## config.mk

```make
export PLATFORM = sky130hd
export DESIGN_NAME = sdram_arbiter_flat
export DESIGN_NICKNAME = d
export VERILOG_FILES = /design/src/rtl/sdram_arbiter_if.sv /design/src/rtl/sdram_arbiter.sv /design/src/flat_wrapper.sv
export SDC_FILE = /design/constraint.sdc
export NUM_CORES = 1
export LEC_CHECK = 0
export BUFFER_PORTS_ARGS = -buffer_cell sky130_fd_sc_hd__buf_2
export CORE_AREA = 3 3 371 373
export DETAILED_ROUTE_END_ITERATION = 8
export DIE_AREA = 0 0 374 376
export HOLD_SLACK_MARGIN = 0.15
export SYNTH_ARGS = -nofsm -noshare
export SYNTH_HDL_FRONTEND = slang
export SYNTH_SLANG_ARGS = --single-unit
```

## constraint.sdc

```tcl
create_clock -name clk -period 2.7 [get_ports clk]
set_input_delay 0.54 -clock clk [delete_from_list [all_inputs] [get_ports clk]]
set_output_delay 0.54 -clock clk [all_outputs]
set_load 0.005 [all_outputs]
```

## src/rtl/sdram_arbiter_if.sv

```systemverilog
// Handshake bundle between the two requesters, the arbiter and the SDRAM controller.
//   req0_* / req1_* : requester ports (addr, data, we, start in; q, done out)
//   grant / busy    : arbitration status
//   sdc_*           : 1:1 connection to the SDRAM controller
// Modports: slave = arbiter view, master = requester/controller side view.
interface sdram_arbiter_if #(
    parameter int unsigned ADDR_W = 24,
    parameter int unsigned DATA_W = 32,
    parameter int unsigned LINE_W = 256
);
    logic [ADDR_W-1:0] req0_addr;
    logic [DATA_W-1:0] req0_data;
    logic              req0_we;
    logic              req0_start;
    logic [LINE_W-1:0] req0_q;
    logic              req0_done;

    logic [ADDR_W-1:0] req1_addr;
    logic [DATA_W-1:0] req1_data;
    logic              req1_we;
    logic              req1_start;
    logic [LINE_W-1:0] req1_q;
    logic              req1_done;

    logic              grant;
    logic              busy;

    logic [ADDR_W-1:0] sdc_addr;
    logic [DATA_W-1:0] sdc_data;
    logic              sdc_we;
    logic              sdc_start;
    logic [LINE_W-1:0] sdc_q;
    logic              sdc_ack;
    logic              sdc_busy;

    modport slave (
        input  req0_addr, req0_data, req0_we, req0_start,
        output req0_q, req0_done,
        input  req1_addr, req1_data, req1_we, req1_start,
        output req1_q, req1_done,
        output grant, busy,
        output sdc_addr, sdc_data, sdc_we, sdc_start,
        input  sdc_q, sdc_ack, sdc_busy
    );

    modport master (
        output req0_addr, req0_data, req0_we, req0_start,
        input  req0_q, req0_done,
        output req1_addr, req1_data, req1_we, req1_start,
        input  req1_q, req1_done,
        input  grant, busy,
        input  sdc_addr, sdc_data, sdc_we, sdc_start,
        output sdc_q, sdc_ack, sdc_busy
    );
endinterface

```

## src/rtl/sdram_arbiter.sv

```systemverilog
// Two-port arbiter sharing one SDRAM controller between two requesters.
// Latches the winning request, runs the controller start/ack/busy handshake,
// then returns the read line (or write completion) to the granted port with a
// one-cycle done pulse.
//   clk   : system clock, rising edge
//   reset : synchronous, active-high
//   bus   : sdram_arbiter_if.slave (requester ports, grant/busy, sdc_* controller port)
// FIXED_PRIO = 0 selects round-robin on ties, 1 makes port 0 win every tie.
module sdram_arbiter #(
    parameter int unsigned ADDR_W     = 24,
    parameter int unsigned DATA_W     = 32,
    parameter int unsigned LINE_W     = 256,
    parameter bit          FIXED_PRIO = 1'b0
) (
    input  logic           clk,
    input  logic           reset,
    sdram_arbiter_if.slave bus
);

    typedef enum logic [1:0] {
        IDLE = 2'd0,
        REQ  = 2'd1,
        WAIT = 2'd2,
        DONE = 2'd3
    } state_t;

    state_t            state;
    logic              last_grant;

    logic              pick_c;
    logic [ADDR_W-1:0] addr_c;
    logic [DATA_W-1:0] data_c;
    logic              we_c;
    logic [LINE_W-1:0] line_c;

    // Winner selection and request mux used at the grant edge.
    always_comb begin
        pick_c = bus.req1_start;
        if (bus.req0_start && bus.req1_start) begin
            pick_c = FIXED_PRIO ? 1'b0 : ~last_grant;
        end
        addr_c = pick_c ? bus.req1_addr : bus.req0_addr;
        data_c = pick_c ? bus.req1_data : bus.req0_data;
        we_c   = pick_c ? bus.req1_we   : bus.req0_we;
        line_c = bus.sdc_q;
    end

    // Arbitration and controller handshake FSM with registered outputs.
    always_ff @(posedge clk) begin
        if (reset) begin
            state         <= IDLE;
            last_grant    <= 1'b1;
            bus.grant     <= 1'b0;
            bus.busy      <= 1'b0;
            bus.sdc_addr  <= '0;
            bus.sdc_data  <= '0;
            bus.sdc_we    <= 1'b0;
            bus.sdc_start <= 1'b0;
            bus.req0_q    <= '0;
            bus.req1_q    <= '0;
            bus.req0_done <= 1'b0;
            bus.req1_done <= 1'b0;
        end else begin
            bus.req0_done <= 1'b0;
            bus.req1_done <= 1'b0;

            case (state)
                IDLE: begin
                    if (bus.req0_start || bus.req1_start) begin
                        bus.sdc_addr  <= addr_c;
                        bus.sdc_data  <= data_c;
                        bus.sdc_we    <= we_c;
                        bus.grant     <= pick_c;
                        last_grant    <= pick_c;
                        bus.busy      <= 1'b1;
                        bus.sdc_start <= 1'b1;
                        state         <= REQ;
                    end
                end

                // Request stays latched and start stays high until the controller acks.
                REQ: begin
                    if (bus.sdc_ack) begin
                        bus.sdc_start <= 1'b0;
                        state         <= WAIT;
                    end
                end

                // Controller holds busy from the ack cycle; first low busy means the line is valid.
                WAIT: begin
                    if (!bus.sdc_busy) begin
                        if (bus.grant) begin
                            if (!bus.sdc_we) bus.req1_q <= line_c;
                            bus.req1_done <= 1'b1;
                        end else begin
                            if (!bus.sdc_we) bus.req0_q <= line_c;
                            bus.req0_done <= 1'b1;
                        end
                        state <= DONE;
                    end
                end

                // Done pulse cycle; requests are not looked at here.
                DONE: begin
                    bus.busy   <= 1'b0;
                    bus.sdc_we <= 1'b0;
                    state      <= IDLE;
                end

                default: state <= IDLE;
            endcase
        end
    end

endmodule

```

## src/flat_wrapper.sv

```systemverilog
// flat-port wrapper written by rule: the top's interface ports become plain ports
module sdram_arbiter_flat 
#(
    parameter int unsigned ADDR_W     = 24,
    parameter int unsigned DATA_W     = 32,
    parameter int unsigned LINE_W     = 256,
    parameter bit          FIXED_PRIO = 1'b0
)
  (clk, reset, bus_req0_addr, bus_req0_data, bus_req0_we, bus_req0_start, bus_req0_q, bus_req0_done, bus_req1_addr, bus_req1_data, bus_req1_we, bus_req1_start, bus_req1_q, bus_req1_done, bus_grant, bus_busy, bus_sdc_addr, bus_sdc_data, bus_sdc_we, bus_sdc_start, bus_sdc_q, bus_sdc_ack, bus_sdc_busy);
  sdram_arbiter_if #(.ADDR_W(ADDR_W), .DATA_W(DATA_W), .LINE_W(LINE_W)) bus_i ();
  input  logic clk;
  input  logic reset;
  input wire logic [$bits(bus_i.req0_addr)-1:0] bus_req0_addr;
  input wire logic [$bits(bus_i.req0_data)-1:0] bus_req0_data;
  input wire logic [$bits(bus_i.req0_we)-1:0] bus_req0_we;
  input wire logic [$bits(bus_i.req0_start)-1:0] bus_req0_start;
  output wire logic [$bits(bus_i.req0_q)-1:0] bus_req0_q;
  output wire logic [$bits(bus_i.req0_done)-1:0] bus_req0_done;
  input wire logic [$bits(bus_i.req1_addr)-1:0] bus_req1_addr;
  input wire logic [$bits(bus_i.req1_data)-1:0] bus_req1_data;
  input wire logic [$bits(bus_i.req1_we)-1:0] bus_req1_we;
  input wire logic [$bits(bus_i.req1_start)-1:0] bus_req1_start;
  output wire logic [$bits(bus_i.req1_q)-1:0] bus_req1_q;
  output wire logic [$bits(bus_i.req1_done)-1:0] bus_req1_done;
  output wire logic [$bits(bus_i.grant)-1:0] bus_grant;
  output wire logic [$bits(bus_i.busy)-1:0] bus_busy;
  output wire logic [$bits(bus_i.sdc_addr)-1:0] bus_sdc_addr;
  output wire logic [$bits(bus_i.sdc_data)-1:0] bus_sdc_data;
  output wire logic [$bits(bus_i.sdc_we)-1:0] bus_sdc_we;
  output wire logic [$bits(bus_i.sdc_start)-1:0] bus_sdc_start;
  input wire logic [$bits(bus_i.sdc_q)-1:0] bus_sdc_q;
  input wire logic [$bits(bus_i.sdc_ack)-1:0] bus_sdc_ack;
  input wire logic [$bits(bus_i.sdc_busy)-1:0] bus_sdc_busy;
  assign bus_i.req0_addr = bus_req0_addr;
  assign bus_i.req0_data = bus_req0_data;
  assign bus_i.req0_we = bus_req0_we;
  assign bus_i.req0_start = bus_req0_start;
  assign bus_req0_q = bus_i.req0_q;
  assign bus_req0_done = bus_i.req0_done;
  assign bus_i.req1_addr = bus_req1_addr;
  assign bus_i.req1_data = bus_req1_data;
  assign bus_i.req1_we = bus_req1_we;
  assign bus_i.req1_start = bus_req1_start;
  assign bus_req1_q = bus_i.req1_q;
  assign bus_req1_done = bus_i.req1_done;
  assign bus_grant = bus_i.grant;
  assign bus_busy = bus_i.busy;
  assign bus_sdc_addr = bus_i.sdc_addr;
  assign bus_sdc_data = bus_i.sdc_data;
  assign bus_sdc_we = bus_i.sdc_we;
  assign bus_sdc_start = bus_i.sdc_start;
  assign bus_i.sdc_q = bus_sdc_q;
  assign bus_i.sdc_ack = bus_sdc_ack;
  assign bus_i.sdc_busy = bus_sdc_busy;
  sdram_arbiter #(.ADDR_W(ADDR_W), .DATA_W(DATA_W), .LINE_W(LINE_W), .FIXED_PRIO(FIXED_PRIO)) u_core (.clk(clk), .reset(reset), .bus(bus_i));
endmodule
```

=== After elaboration in Yosys (flattened, before gate mapping) ===
Index checks and enable logic that the tools add are counted.

* Input port bits: 376
* Output and inout bits: 574
* Word-level logic and storage cells: 51
* Register bits after elaboration: 577

* Bitwise gates (word level): 5
* Reductions and logical operators: 12
* Muxes and demuxes: 16
* Eq/ne operators: 6

{| class="wikitable"
|+ Operators with widths
! operator !! count
|-
| $mux W32 || 1
|-
| $mux W24 || 1
|-
| $pmux W2 S4 || 1
|-
| $reduce_and A4 Y1 || 2
|-
| $mux W1 || 7
|-
| $mux W2 || 3
|-
| $pmux W1 S2 || 3
|-
| $reduce_and A3 Y1 || 2
|-
| $not A1 Y1 || 5
|-
| $eq A2 B2 Y1 const B || 2
|-
| $ne A2 B2 Y1 const B || 2
|-
| $reduce_and A2 Y1 || 2
|-
| $reduce_bool A2 Y1 || 2
|-
| $reduce_or A3 Y1 || 1
|-
| $eq A2 B1 Y1 const B || 1
|-
| $logic_not A2 Y1 || 1
|-
| $ne A2 B1 Y1 const B || 1
|-
| $logic_and A1 B1 Y1 || 1
|-
| $logic_or A1 B1 Y1 || 1
|}

=== Longest topological paths before layout ===
Gate-level depths: netlist (run 1).

* Depth in word-level cells: 5
* Depth in mapped cells: 9
* Gate-level depth less buffers: 6

=== Worst setup path before layout (run 1) ===
Ideal clock, no wire load.

* Path type: reg2reg
* Start: reg u_core.state[0]
* End: reg u_core.bus.req0_q[100]
* Stages on the path, launching flop included: 9
* Setup slack: 981 ps
* Data required time: 2,630 ps
* Path buffers: 2
* Library setup time: 70 ps
* Arrival: 1,648 ps
* Clock period less this slack: 1,719 ps
* Path through: dfxtp_1 -> inv_1 -> ha_1 -> nor3b_2 -> nand2b_1 -> clkbuf_1 -> clkbuf_1 -> nand2_1 -> a21oi_1

* Longest elaborated chain between the ends: 2

{| class="wikitable"
|+ RTL lines
! element !! line !! source
|-
| start: declaration || sdram_arbiter.sv:27 || <nowiki>state_t state;</nowiki>
|-
| start signal: assignment || sdram_arbiter.sv:51 || <nowiki>state <= IDLE;</nowiki>
|-
| start signal: assignment || sdram_arbiter.sv:77 || <nowiki>state <= REQ;</nowiki>
|-
| start signal: assignment || sdram_arbiter.sv:85 || <nowiki>state <= WAIT;</nowiki>
|-
| $eq A2 B2 Y1 || sdram_arbiter.sv:67 || <nowiki>case (state)</nowiki>
|-
| $reduce_and A4 Y1 (no source line) || - ||
|-
| end signal: assignment || sdram_arbiter.sv:96 || <nowiki>if (!bus.sdc_we) bus.req0_q <= line_c;</nowiki>
|-
| end: declaration || sdram_arbiter_if.sv:38 || <nowiki>output req0_q, req0_done,</nowiki>
|}

Every way passes these cells.
A chain may end at the register's enable or synchronous reset.

=== Worst setup path in the final report (run 1) ===
* Start: reg u_core.state[0]
* End: reg u_core.bus.req0_q[176]

The elaborated chain is that of the path after synthesis.

==> impl_results.md, run 1 <==
- Status: finished clean
- CP endpoint: u_core.bus.req0_q[176]$_SDFFE_PP0P_
- Syn Nets: 2905
- HP Class: in2reg
- Switch share: 28.7%
- Final Skew: around 39 ps
- Max-Cap Viols: 0
- Syn_area_per_cell: 8.10 um^2
- Reg2Reg Launch Point: u_core.state[0]$_SDFFE_PP0P_
- Final Hold Slack: 231 ps
- Die area: 0.141 mm^2
- FF+latch count, synth: 577
- Post-CTS sizing: 0
- Initial antenna violation count: 37
- Sequential area share after synthesis: 56.5%
- Vias per inst: 3.99
- Initial DRC Count: 1534
- Setup CP Type: reg2reg
- Critical Path RT: 3260 ps
- Critical path endpoint category: register
- Leakage: ~14 nW
- Reg-to-reg endpoint: u_core.bus.req0_q[176]$_SDFFE_PP0P_
- Final #Nets: just over 4k
- Via count: 22.0k
- Warnings, synthesis: 0
- CTS Buffer Depth: 3
- Internal: 0.0163 W
- H-tree depth: 3
- Pwr Density: 709 mW/mm^2
- Slew HR: 33.8%
- Die height: 376 um
- Dpl cell area: approximately 0.027 mm^2
- Global-route wire length before repair: around 140 mm
- Peak Freq: about 440 MHz
- Final setup vio count: 0
- Final instance area: roughly 0.032 mm^2
- Worst IR Drop VDD: 0.499 mV
- Total power: 0.0229 W
- Maximum fanout along the worst path: 41
- Setup WS post-layout: ~430 ps
- Initial cell density of the core: ~15%
- Pin count of the biggest net entering global routing: 143
- Reg clk slew, reported paths: 60 ps
- CP startpoint: u_core.state[0]$_SDFFE_PP0P_
- Routability Congestion: 0.904
- Chip width: 374 um
- CTS tree: yes
- Fraction of layout cells with a size suffix above 1: roughly 31%
- Post-Synthesis Cell Area: a little over 0.02 mm^2
- Clock Latency Late Sink: 650 ps
- Least-Margin Pin Slew: 994 ps
- Part of the power in registers: 41.7%
- FP Rows: 135
- Fin crit period: ~2300 ps
- FF-to-FF setup slack: 430 ps
- CTS Root Cell: clkbuf_16
- Switch Pwr: 0.00658 W
- Worst R2R Path Depth: 8
- Total Routed Length: 96.3 mm
- RSZ-0062 raised after global routing: no
- I/O pin count: 950
- Vias in the first global route: 21.8k
- Post-synth cell types: 31
- Setup WS pre-CTS: 432 ps
- Area Overhead vs Synth: 58.0%
- First-pass iteration count of the detailed router: 5
- TNS Setup: 0 ps
- HPWL after DPL: 73.5 mm
- Final critical-path share of the clock period: 84.2%
- Total CTS buffers: 66
- Worst path arrival time: 2830 ps
- Power share of the clock group: 40.6%
- Hold Fails Final Rpt: 0
- Setup Fix Bufs, Post-CTS: 0
- Core ar.: 0.135 mm^2
- Cells after synthesis: around 2.5k
- Final Max Slew Viols: 0
- Grt ovf: 0
- Sink Count: 577
- Startpoint Class: register
- Routed len/inst: ~17 um
- Residual DRC: 0
- Port Buffers: 949
- Total GRT Usage: 13.0%
- Detail Route Antenna Nets: 0
- Comb power frac: 17.7%
==> layout by cell type (no fill, tap or decap), drive strengths merged, types with 2 or more instances in the layout <==
master,Yosys,routed
clkbuf,114,92
o21ai,5,5
bufinv,0,5
nor3,2,2
nand2,1027,1027
clkinv,0,16
ha,4,4
dfxtp,577,577
diode,0,9
inv,3,4
a21oi,516,516
nand2b,2,2
a211oi,56,56
nor2,61,61
nor2b,4,4
mux2i,57,57
and2,2,2
dlygate4sd3,0,256
buf,84,1032
==> state kept, by name, indices dropped and copies added (netlist names) <==
signal                cells
u_core.bus.sdc_addr      24
u_core.bus.busy           1
u_core.bus.grant          1
u_core.bus.sdc_start      1
u_core.bus.req0_done      1
u_core.last_grant         1
u_core.bus.req1_done      1
u_core.state              2
u_core.bus.req1_q       256
u_core.bus.sdc_we         1
u_core.bus.sdc_data      32
u_core.bus.req0_q       256
==> cell usage after synthesis, drive strengths merged <==
| cell type | instances | area (um^2) |
|---|---|---|
| a211oi | 56 | 510 |
| a21boi | 1 | 18.8 |
| a21oi | 516 | 2580 |
| a221oi | 1 | 8.76 |
| a22o | 1 | 8.76 |
| a22oi | 1 | 7.51 |
| a31oi | 1 | 6.26 |
| and2 | 2 | 12.5 |
| buf | 84 | 473 |
| clkbuf | 114 | 432 |
| dfxtp | 577 | 11600 |
| ha | 4 | 50.1 |
| inv | 3 | 11.3 |
| mux2i | 57 | 571 |
| nand2 | 1027 | 3850 |
| nand2b | 2 | 12.5 |
| nor2 | 61 | 229 |
| nor2b | 4 | 25.0 |
| nor3 | 2 | 10.0 |
| nor3b | 1 | 12.5 |
| nor4b | 1 | 8.76 |
| nor4bb | 1 | 10.0 |
| o211ai | 1 | 7.51 |
| o21ai | 5 | 25.0 |
| o311ai | 1 | 8.76 |
| or2 | 1 | 6.26 |
==> kinds of logic (layout without fill, tap and decap cells) <==
| group | after synthesis | count (layout) | share of synthesized area [%] |
|---|---|---|---|
| mux | 57 | 57 | 2.79 |
| buf+inv | 201 | 1406 | 4.48 |
| other cells | 0 | 9 | 0 |
| simple gates | 1102 | 1102 | 20.4 |
| flops | 577 | 577 | 56.5 |
| fa+ha+maj | 4 | 4 | 0.245 |
| compound gates | 584 | 584 | 15.6 |
==> worst min-delay path by stage <==
stage                                        start                                  end  slack (ps)  depth (start not counted)
2_1_floorplan    u_core.bus.req0_q[0]$_SDFFE_PP0P_    u_core.bus.req0_q[0]$_SDFFE_PP0P_         450                          2
3_3_place_gp    u_core.bus.req0_q[43]$_SDFFE_PP0P_   u_core.bus.req0_q[43]$_SDFFE_PP0P_         440                          2
3_5_place_dp   u_core.bus.req0_q[186]$_SDFFE_PP0P_  u_core.bus.req0_q[186]$_SDFFE_PP0P_         440                          2
4_1_cts                             bus_sdc_q[188]  u_core.bus.req1_q[188]$_SDFFE_PP0P_         150                          3
5_1_grt                             bus_sdc_q[188]  u_core.bus.req1_q[188]$_SDFFE_PP0P_         190                          3
6_report                             bus_sdc_q[90]   u_core.bus.req0_q[90]$_SDFFE_PP0P_         230                          3
==> metal layers <==
metal	vias to the layer above	global-route usage, %	wire length (um)
li1	10500	-	-
met1	10300	16.1	40500
met2	909	20.3	42800
met3	226	4.19	8440
met4	24	6.29	4390
met5	-	0	157
==> metrics by stage <==
stage	cells	utilization, %
after floorplan	2525	-
after global routing	5515	23.9
after detailed placement	5140	20.4
after CTS	5511	23.9
after global placement	5140	20.4
final	5520	23.9
==> critical path, cell delays in order (launching register included) <==
cell	delay [ps]
dfxtp_1	330
inv_1	80
ha_1	220
nor3b_2	440
nor2b_4	310
buf_12	240
buf_4	260
nand2_1	80
a21oi_1	150
==> power by group through the flow <==
stage / Combinational, W / Clock (W) / Sequential, W
2_1_floorplan: 0.00185 / 0 / 0.00975
5_1_grt: 0.00445 / 0.00994 / 0.00963
4_1_cts: 0.00409 / 0.00964 / 0.00956
3_5_place_dp: 0.00373 / 0 / 0.00973
6_report: 0.00405 / 0.00930 / 0.00956
3_3_place_gp: 0.00368 / 0 / 0.00971
==> area by class of cell <==
| cell class | instances | area, um^2 |
|---|---|---|
| inverter | 3 | 11.3 |
| antenna | 9 | 22.5 |
| fill | 14800 | 103000 |
| clock buffer | 92 | 1870 |
| multi-input combinational | 1747 | 8020 |
| clock inverter | 23 | 392 |
| timing repair buffer | 1288 | 8220 |
| tap | 1781 | 2230 |
| sequential | 577 | 11600 |
==> timing repair <==
item                                    CTS  global route
endpoints found under the setup margin    0             0
hold buffers                            256             0
endpoints found under the hold margin   502             0
Power figures use the tool's default switching activity.
==> inputs of run 2 (changes only) <==
==> constraint.sdc (replaced) <==
create_clock -name clk -period 2.05 [get_ports clk]
set_input_delay 0.41 -clock clk [delete_from_list [all_inputs] [get_ports clk]]
set_output_delay 0.41 -clock clk [all_outputs]
set_load 0.005 [all_outputs]
==> run 2 against run 1 <==
  * Cell count grew 3.4%
  * Sequential share of layout area shrank 1.9 points
  * Global-route usage grew 0.61 points
  * Worst hold slack gained 15 ps
  * Setup slack lost 380 ps
  * Critical path type is now in2reg
  * Largest power group unchanged
==> impl_results.md, run 2 (same netlist as run 1, synthesis figures left out) <==
- Status: finished clean
- Switch share: 28.5%
- Total CTS buffers: 67
- Worst R2R Path Depth: 9
- Die area: 0.141 mm^2
- Grt ovf: 0
- Least-Margin Pin Slew: 573 ps
- Reg2Reg Launch Point: u_core.state[1]$_SDFFE_PP0P_
- Via count: 23.1k
- Total Routed Length: around 100 mm
- Final instance area: roughly 0.034 mm^2
- Initial DRC Count: 1418
- Vias in the first global route: 22.9k
- Vias per inst: about 4.1
- Setup WS pre-CTS: just over 80 ps
- Port Buffers: 949
- Global-route wire length before repair: 145 mm
- RSZ-0062 raised after global routing: yes
- Die height: 376 um
- CTS tree: yes
- Routability Congestion: 0.872
- Final critical-path share of the clock period: 97.7%
- Worst path arrival time: 2510 ps
- Dpl cell area: 0.0280 mm^2
- Startpoint Class: input port
- Critical path's top delay family: buffers and inverters
- Hold Fails Final Rpt: 0
- HP Class: in2reg
- CP startpoint: bus_req0_start
- Residual DRC: 0
- Util after Layout: 25.3%
- Detail Route Antenna Nets: 0
- Chip width: 374 um
- Most common cell after layout, fill and taps aside: nand2_1
- CTS Buffer Depth: 3
- Max-Cap Viols: 0
- Bufs and invs on worst path: 4
- Comb power frac: 19.3%
- Worst IR Drop VDD: around 0.71 mV
- CP Depth: 7
- Crit-path cells: dlygate4sd3_1 -> buf_2 -> a21boi_4 -> buf_4 -> mux2i_1 -> dlygate4sd3_1 -> a211oi_2
- Core ar.: roughly 0.13 mm^2
- Initial cell density of the core: about 15%
- Switch Pwr: 0.00879 W
- Worst path slowest cell: dlygate4sd3_1
- Critical path endpoint category: register
- Area Overhead vs Synth: 66.6%
- Routed len/inst: 18.0 um
- Peak Freq: 499 MHz
- Final #Nets: 4247
- Pin count of the biggest net entering global routing: 110
- HPWL after DPL: 75.9 mm
- Most frequent cells in the layout: nand2_1, buf_2, dfxtp_1
- Power share of the clock group: 39.7%
- Setup WS post-layout: 46.8 ps
- Reg clk slew, reported paths: 60 ps
- CP dominant cell by count: dlygate4sd3_1
- Final Max Slew Viols: 0
- Total GRT Usage: a little over an eighth
- Source of the worst hold timing path: bus_req0_data[6]
- Final Skew: between 20 and 25 ps
- Fin crit period: 2000 ps
- CP max stage delay: about 600 ps
- First-pass iteration count of the detailed router: 7
- Slew HR: between 60% and 70%
- Setup CP Type: in2reg
- Regs by FF count: u_core.bus.req0_q x256, u_core.bus.req1_q x256, u_core.bus.sdc_data x32
- Leakage: 14.4 nW
- Clock Latency Late Sink: 640 ps
- Sink Count: 577
- Cell depth of the worst hold path: 3
- Final setup vio count: 0
- Critical Path RT: 2550 ps
- Fraction of layout cells with a size suffix above 1: 31.4%
- Maximum fanout along the worst path: 8
- Internal: 0.0220 W
- Part of the power in registers: between 40% and 50%
- Final Non-Filler Cells: 5710
- H-tree depth: 3
- Placed Cells: roughly 5.2k
- FP Rows: 135
- Pwr Density: around 900 mW/mm^2
- I/O pin count: 950
- Initial antenna violation count: 35
- CTS Root Cell: clkbuf_16
## run 2: cell count changes in the layout (fill, tap and decap cells not counted), sizes merged
cell / delta
buf: +66
clkbuf: +8
clkinv: -6
clkinvlp: +1
diode: +5
dlygate4sd3: +114
inv: +2
## run 2: worst register-to-register path: stages, from the launching register on
cell and delay [ps]:
dfxtp_1 390, ha_1 180, nor3b_2 160, buf_4 170, nor2b_4 180, buf_4 140, buf_12 170, buf_4 270
nand2_1 90, a21oi_1 140
## run 2: stage by stage
step / TNS (ps) / power, W / hold WS, ps
2_1_floorplan: 0 / 0.0153 / 453
3_3_place_gp: 0 / 0.0179 / 438
3_5_place_dp: 0 / 0.0180 / 443
4_1_cts: 0 / 0.0310 / 154
5_1_grt: -6.67 / 0.0323 / 181
6_report: 0 / 0.0308 / 246
## run 2: cell type report
cell class	count	area, um^2
Fill cell	14500	101000
Sequential cell	577	11600
Timing Repair Buffer	1471	10000
Multi-Input combinational cell	1747	8020
Tap cell	1781	2230
Clock buffer	97	1940
Clock inverter	20	279
Antenna cell	14	35.0
Inverter	3	11.3
## run 2: repair_timing
action,4_1_cts,5_1_grt
endpoints found under the setup margin,0,66
buffers inserted,0,5
resized for setup,0,6
hold buffers,370,0
endpoints found under the hold margin,575,0
## run 2: final timing paths
kind / to / slack, ps
min reg2reg: u_core.bus.req0_q[101]$_SDFFE_PP0P_ / 450
max: u_core.bus.sdc_addr[19]$_SDFFE_PP0P_ / 50
max reg2reg: u_core.bus.req0_q[142]$_SDFFE_PP0P_ / 100
min: u_core.bus.sdc_data[6]$_SDFFE_PP0P_ / 250
## run 2: per-layer routing
metal  global-route usage (%)  wire length [um]  vias to the layer above
li1                         -                 -                    10900
met1                     16.0             41800                    10800
met2                     21.8             46500                     1084
met3                     4.71              9470                      270
met4                     7.12              4650                       20
met5                        0               138                        -
## run 2: power groups by stage
stage	sequential [W]	clock, W	combinational, W
after floorplan	0.0128	0	0.00243
after global placement	0.0128	0	0.00509
after CTS	0.0126	0.0126	0.00581
after global routing	0.0127	0.0130	0.00649
final	0.0126	0.0122	0.00594
after detailed placement	0.0129	0	0.00515
